[src/rtl/hmac_pad_pkg.sv]
// Shared types, constants and the padding helper for the HMAC message padder.
package hmac_pad_pkg;

  localparam int unsigned BLOCK_BYTES = 128;
  localparam int unsigned PAD_LIMIT   = 111;
  localparam int unsigned LEN_FIELD_W = 128;
  localparam int unsigned IPAD_BITS   = 1024;

  typedef enum logic [2:0] {
    StIdle,
    StFill,
    StPad,
    StIssue,
    StWait,
    StDone
  } state_e;

  // Which trailer block, if any, is still owed after the current one.
  typedef enum logic [1:0] {
    ExtraNone,
    ExtraZeros,  // zeros plus length field
    ExtraMark    // 0x80 at byte 0, zeros, length field
  } extra_e;

  // Builds the block to hand to the core from the data buffer, the byte pointer
  // just past the data, the length field and any pending trailer selection.
  function automatic logic [1023:0] pad_block(input logic [1023:0]            blk,
                                              input logic [7:0]               p,
                                              input logic [LEN_FIELD_W-1:0]   len,
                                              input extra_e                   extra_sel);
    logic [1023:0] mark;
    logic [1023:0] res;
    mark = {8'h80, {1016{1'b0}}} >> {p, 3'b000};
    res  = blk;
    unique case (extra_sel)
      ExtraZeros: res = {{(1024 - LEN_FIELD_W){1'b0}}, len};
      ExtraMark:  res = {8'h80, {(1016 - LEN_FIELD_W){1'b0}}, len};
      default: begin
        if (p <= 8'(PAD_LIMIT)) begin
          res = blk | mark | {{(1024 - LEN_FIELD_W){1'b0}}, len};
        end else if (p < 8'(BLOCK_BYTES)) begin
          res = blk | mark;
        end
      end
    endcase
    return res;
  endfunction

endpackage

[src/rtl/hmac_msg_padder.sv]
// Packs a big-endian 32-bit word stream into SHA-384 padded 1024-bit blocks and
// drives init/next commands to hmac_core. The length field accounts for the
// key^ipad block the core hashes first.
module hmac_msg_padder
  import hmac_pad_pkg::*;
#(
  parameter int unsigned LEN_W = 64
) (
  input  logic          clk,
  input  logic          reset_n,
  input  logic          zeroize,
  input  logic          start,
  input  logic          msg_valid,
  output logic          msg_ready,
  input  logic [31:0]   msg_data,
  input  logic          msg_last,
  input  logic [1:0]    msg_last_bytes,
  input  logic          msg_empty,
  output logic          core_init,
  output logic          core_next,
  output logic [1023:0] core_block,
  input  logic          core_ready,
  input  logic          core_tag_valid,
  output logic          busy,
  output logic          done
);

  state_e               state_q;
  extra_e               extra_q;
  logic [7:0]           byte_ptr_q;
  logic [LEN_W-1:0]     bit_len_q;
  logic                 first_q;
  logic                 final_q;
  logic [1:0]           wait_cnt_q;
  logic [1023:0]        block_q;
  logic                 core_init_q;
  logic                 core_next_q;
  logic                 done_q;

  logic [2:0]             word_bytes;
  logic [31:0]            word_masked;
  logic [1023:0]          word_placed;
  logic [LEN_FIELD_W-1:0] len_field;
  logic [1023:0]          pad_out;

  // Byte-enable packing of the incoming word and the padded block candidate.
  always_comb begin
    word_bytes = (msg_last && (msg_last_bytes != 2'd0)) ? {1'b0, msg_last_bytes} : 3'd4;
    word_masked = '0;
    for (int k = 0; k < 4; k++) begin
      if (3'(k) < word_bytes) begin
        word_masked[31-8*k -: 8] = msg_data[31-8*k -: 8];
      end
    end
    word_placed = {word_masked, 992'b0} >> {byte_ptr_q[6:0], 3'b000};
    len_field   = LEN_FIELD_W'(IPAD_BITS) + LEN_FIELD_W'(bit_len_q);
    pad_out     = pad_block(block_q, byte_ptr_q, len_field, extra_q);
  end

  // Status outputs decoded from registered state only.
  always_comb begin
    msg_ready = (state_q == StFill) && (byte_ptr_q < 8'(BLOCK_BYTES));
    busy      = (state_q != StIdle);
  end

  assign core_init  = core_init_q;
  assign core_next  = core_next_q;
  assign core_block = block_q;
  assign done       = done_q;

  // Control FSM and datapath registers.
  always_ff @(posedge clk or negedge reset_n) begin
    if (!reset_n) begin
      state_q     <= StIdle;
      extra_q     <= ExtraNone;
      byte_ptr_q  <= '0;
      bit_len_q   <= '0;
      first_q     <= 1'b1;
      final_q     <= 1'b0;
      wait_cnt_q  <= '0;
      block_q     <= '0;
      core_init_q <= 1'b0;
      core_next_q <= 1'b0;
      done_q      <= 1'b0;
    end else if (zeroize) begin
      state_q     <= StIdle;
      extra_q     <= ExtraNone;
      byte_ptr_q  <= '0;
      bit_len_q   <= '0;
      first_q     <= 1'b1;
      final_q     <= 1'b0;
      wait_cnt_q  <= '0;
      block_q     <= '0;
      core_init_q <= 1'b0;
      core_next_q <= 1'b0;
      done_q      <= 1'b0;
    end else begin
      core_init_q <= 1'b0;
      core_next_q <= 1'b0;
      done_q      <= 1'b0;
      unique case (state_q)
        StIdle: begin
          if (start) begin
            block_q    <= '0;
            byte_ptr_q <= '0;
            bit_len_q  <= '0;
            first_q    <= 1'b1;
            final_q    <= 1'b0;
            extra_q    <= ExtraNone;
            state_q    <= msg_empty ? StPad : StFill;
          end
        end
        StFill: begin
          if (msg_valid && msg_ready) begin
            block_q    <= block_q | word_placed;
            byte_ptr_q <= byte_ptr_q + {5'b0, word_bytes};
            bit_len_q  <= bit_len_q + LEN_W'({word_bytes, 3'b000});
            if (msg_last) begin
              state_q <= StPad;
            end else if (byte_ptr_q == 8'(BLOCK_BYTES - 4)) begin
              state_q <= StIssue;
            end
          end
        end
        StPad: begin
          block_q <= pad_out;
          if (extra_q != ExtraNone) begin
            final_q <= 1'b1;
            extra_q <= ExtraNone;
          end else if (byte_ptr_q <= 8'(PAD_LIMIT)) begin
            final_q <= 1'b1;
          end else if (byte_ptr_q < 8'(BLOCK_BYTES)) begin
            extra_q <= ExtraZeros;
          end else begin
            extra_q <= ExtraMark;
          end
          state_q <= StIssue;
        end
        StIssue: begin
          if (core_ready) begin
            core_init_q <= first_q;
            core_next_q <= !first_q;
            first_q     <= 1'b0;
            wait_cnt_q  <= '0;
            state_q     <= StWait;
          end
        end
        StWait: begin
          // Skip the pulse cycle and the one after it; core_ready may lag the command.
          if (wait_cnt_q != 2'd2) begin
            wait_cnt_q <= wait_cnt_q + 2'd1;
          end else if (core_ready && core_tag_valid) begin
            block_q    <= '0;
            byte_ptr_q <= '0;
            if (final_q) begin
              done_q  <= 1'b1;
              state_q <= StDone;
            end else if (extra_q != ExtraNone) begin
              state_q <= StPad;
            end else begin
              state_q <= StFill;
            end
          end
        end
        StDone: begin
          state_q <= StIdle;
        end
        default: begin
          state_q <= StIdle;
        end
      endcase
    end
  end

endmodule

[config.mk]
export PLATFORM = sky130hd
export DESIGN_NAME = hmac_msg_padder
export DESIGN_NICKNAME = d
export VERILOG_FILES = /design/src/rtl/hmac_pad_pkg.sv /design/src/rtl/hmac_msg_padder.sv
export SDC_FILE = /design/constraint.sdc
export NUM_CORES = 2
export LEC_CHECK = 0
export BUFFER_PORTS_ARGS = -buffer_cell sky130_fd_sc_hd__buf_2
export CORE_AREA = 5 5 418 420
export CTS_BUF_LIST = sky130_fd_sc_hd__clkbuf_4
export CTS_CLUSTER_DIAMETER = 60
export DETAILED_ROUTE_END_ITERATION = 8
export DIE_AREA = 0 0 423 425
export RECOVER_POWER = 25
export SYNTH_ARGS = -nofsm -noshare
export SYNTH_HDL_FRONTEND = slang
export SYNTH_SLANG_ARGS = --single-unit
export TNS_END_PERCENT = 5
[constraint.sdc]
create_clock -name clk -period 2.6 [get_ports clk]
set_clock_uncertainty 0.05 [all_clocks]
set_input_delay 0.13 -clock clk [delete_from_list [all_inputs] [get_ports clk]]
set_output_delay 0.13 -clock clk [all_outputs]
set_load 0.005 [all_outputs]
==> impl_metrics.ini <==
[status]
status = finished, violations left
violations = DRC, setup timing

[clocking]
cts_tree = done
path_clk_slew_ns = 0.06
insertion_delay_ns = 1.41
root_buffer = clkbuf_4
cts_htree_levels = 5
ctsLongestPathBuffers = 4
cts_buffers = 319
cts.sinks = 1105

[logic_synthesis]
yosysSeqAreaShare_pct = 57.65
synthCells = 4676
syn_area_mm2 = 0.04797
avgSynthCellArea_um2 = 10.26
yosysUniqueCellTypes = 89
synth-edff-count = 0
syn_nets = 4732
async_flop_share_pct = 100.0
synthFlopType = dfrtp_1
synth_seq_cells = 1105
yosys_warnings = 0

[place]
dp_hpwl_um = 207200
pre_cts_ws_ns = -0.3823
portBuffers = 1071
gp_congestion = 1.002
placed_area_mm2 = 0.06173
dp_cells = 8330

[sta]
fin_crit_ns = 2.822
maxSlewHeadroom_pct = 5.721
setup_viol_count_final = 651
timing.final.ws_setup_ns = -0.2220
tightest_slew_ns = 1.414
final_hold_viol_count = 0
drv_slew = 0
rsz0062_at_grt = yes
setup_tns_ns = -37.01
fmax_mhz = 354.4
fin_crit_sh_pct = 108.5

[grt]
grt_pass1_vias = 49226
groute.usage.overall_pct = 29.62
grt-ovfl-total = 0
grt_pass1_wl_um = 382200
antenna_found_initial = 29
grt_max_degree = 132

[critical_path]
cp_top_family = compound AO/OA/AOI/OAI gates
path_common_cell = buf_4
path_class = reg2reg
worstReg2RegEnd = core_block[29]$_DFFE_PN0P_
worstPathRequired_ns = 3.78
start_kind = register
max_stage_delay_ns = 0.74
reg2reg_slack_ns = -0.22
crit_arrival_ns = 4.00
startpoint = byte_ptr_q[0]$_DFFE_PN0P_
reg2reg_from = byte_ptr_q[0]$_DFFE_PN0P_
worst_setup_path_end_kind = register
critPathSlowestCell = o2bb2ai_1
r2r_cells = 9
crit_path_end = core_block[29]$_DFFE_PN0P_
worstPathBufferInverterCount = 3
crit_fanout = 6
crit_chain = clkbuf_2 -> nand4bb_4 -> buf_4 -> nand3_1 -> o2bb2ai_1 -> a22oi_1 -> buf_4 -> o21ai_1 -> o22a_1
path_depth = 9

[floorplan]
core_mm2 = 0.1706
chipWidth_um = 423
die_area_mm2 = 0.1798
initial_core_util_pct = 28.12
pin_count = 1072
fp.dieH_um = 425
std_cell_rows = 152

[route]
dr.pass1.iters = 9
via_count = 50767
drc = 15
wl_um = 281600
antenna_left = 0
drt_iter0_drc = 6199
wl_per_cell_um = 31.21
post_drt_via_cell_ratio = 5.626

[min_path]
hp-class = in2reg

[final_layout]
layout.nets = 6633
fin_area_mm2 = 0.06849
fin_cells = 9023
drive_gt1_share_pct = 37.58
area_growth_pct = 42.77
fin_util_pct = 40.15

[pwr]
ir_worst_vdd_mv = 0.5599
power_per_cell_area_mw_per_mm2 = 749.8
leakage_uw = 0.03368

[run]
max_cap_violations = 0
==> area by class of cell <==
cell class / instances / area (µm²)
fillers: 17030 / 102100
flip-flops and latches: 1105 / 27660
multi-input cells: 3165 / 19220
repair buffers: 1961 / 14910
clock buffers: 456 / 3423
well taps: 2233 / 2794
clock inverters: 57 / 326.6
inverters: 25 / 98.84
diodes: 21 / 52.55
==> placed cells by master (no fill, tap or decap), types with 43 or more instances in the layout <==
| cell | instances |
|---|---|
| a21oi_1 | 163 |
| o21a_1 | 60 |
| buf_4 | 570 |
| buf_12 | 123 |
| a31oi_1 | 43 |
| nand3_1 | 62 |
| a222oi_1 | 86 |
| a22oi_1 | 64 |
| nor2_1 | 374 |
| dfrtp_1 | 1097 |
| o21ai_0 | 388 |
| a22o_1 | 350 |
| dlygate4sd3_1 | 77 |
| clkbuf_4 | 468 |
| clkinv_1 | 45 |
| xnor2_1 | 52 |
| nand2_1 | 666 |
| nor3_1 | 48 |
| o21ai_1 | 173 |
| buf_2 | 1071 |
==> stage by stage <==
step | hold slack, ns | total power (µW)
after CTS | 0.003901 | 48620
final | 0.1285 | 51350
after detailed placement | 0.09667 | 30260
after floorplan | -0.2156 | 23960
after global placement | 0.09281 | 30230
after global routing | 0.03571 | 53060
==> cell usage after synthesis, drive strengths merged, types with 10 or more instances <==
| library cell | instances | area [µm²] |
|---|---|---|
| xor2 | 26 | 227.7 |
| ha | 11 | 137.6 |
| or3 | 16 | 100.1 |
| nand2b | 37 | 231.5 |
| a222oi | 86 | 860.8 |
| dfrtp | 1104 | 27630 |
| a221oi | 24 | 210.2 |
| a22o | 351 | 3074 |
| nor4 | 39 | 290.3 |
| xnor2 | 52 | 455.4 |
| a2bb2oi | 11 | 96.34 |
| clkbuf | 212 | 798.3 |
| nand2 | 678 | 2545 |
| a31oi | 43 | 269.0 |
| o31ai | 17 | 127.6 |
| o21a | 60 | 450.4 |
| and2 | 24 | 150.1 |
| and3 | 15 | 93.84 |
| nor3 | 60 | 330.3 |
| mux2 | 16 | 180.2 |
| a22oi | 68 | 510.5 |
| a211oi | 16 | 120.1 |
| nor2 | 406 | 1534 |
| o21ai | 564 | 2826 |
| a21oi | 191 | 955.9 |
| o221ai | 27 | 236.5 |
| buf | 169 | 993.4 |
| nand3 | 68 | 350.3 |
| or2 | 10 | 62.56 |
| o22ai | 31 | 193.9 |
| a32oi | 13 | 113.9 |
| nor2b | 27 | 168.9 |
| nand4 | 42 | 290.3 |
| inv | 23 | 86.33 |
| mux2i | 14 | 140.1 |
| o211ai | 12 | 90.09 |
==> report_power, final <==
group          total, µW  leakage (µW)  internal [µW]  switching (µW)
sequential         17500        0.0154          17300             133
clock              16200       0.00226           8360            7800
combinational      17700        0.0160           6770           10900
total              51400        0.0337          32500           18900
==> flip-flops by register name, indices dropped and copies added (netlist names), 2 cells and up <==
register    count
core_block   1024
extra_q         2
byte_ptr_q      8
state_q         3
wait_cnt_q      2
bit_len_q      61
==> worst min-delay path: cells and delay by family <==
kind	cells	cell delay (ns)
compound gates	1	0.07
buf+inv	4	1.10
simple gates	2	0.14
==> kinds of logic (layout without fill, tap and decap cells) <==
logic type / Yosys count / in the layout / synth area share (%)
AOI/OAI and AO/OA: 1580 / 1580 / 22.38
xor gates and xnor gates: 78 / 78 / 1.424
adders and majority gates: 13 / 13 / 0.3704
buffers and inverters: 406 / 2499 / 3.931
DFF: 1105 / 1105 / 57.65
muxes: 30 / 30 / 0.6677
other: 0 / 21 / 0
and+or+nand+nor: 1464 / 1464 / 13.58
==> layer usage <==
layer  track usage, %  vias up  wire length [µm]
li1                 -    21022                 -
met1            35.21    25401            102500
met2            45.95     3476            126300
met3            8.838      856             29140
met4            20.97       12             23640
met5                0        -                65
==> worst min-delay path by stage <==
stage,start,cells past startpoint,to,slack [ns]
after floorplan,reset_n,0,bit_len_q[10]$_DFFE_PN0P_,-0.22
after global placement,reset_n,1,core_block[917]$_DFFE_PN0P_,0.09
after detailed placement,reset_n,1,core_block[988]$_DFFE_PN0P_,0.1
after CTS,msg_data[2],5,core_block[234]$_DFFE_PN0P_,0.004
after global routing,msg_data[14],6,core_block[1006]$_DFFE_PN0P_,0.04
final,zeroize,7,byte_ptr_q[1]$_DFFE_PN0P_,0.13
==> repair_timing <==
item / CTS / global route
hold buffers: 83 / 0
pin swaps: 29 / 15
gates resized for setup: 112 / 148
cloned: 13 / 30
endpoints found under the setup margin: 947 / 994
setup buffers: 24 / 19
endpoints found under the hold margin: 2208 / 0
Power figures use the tool's default switching activity.
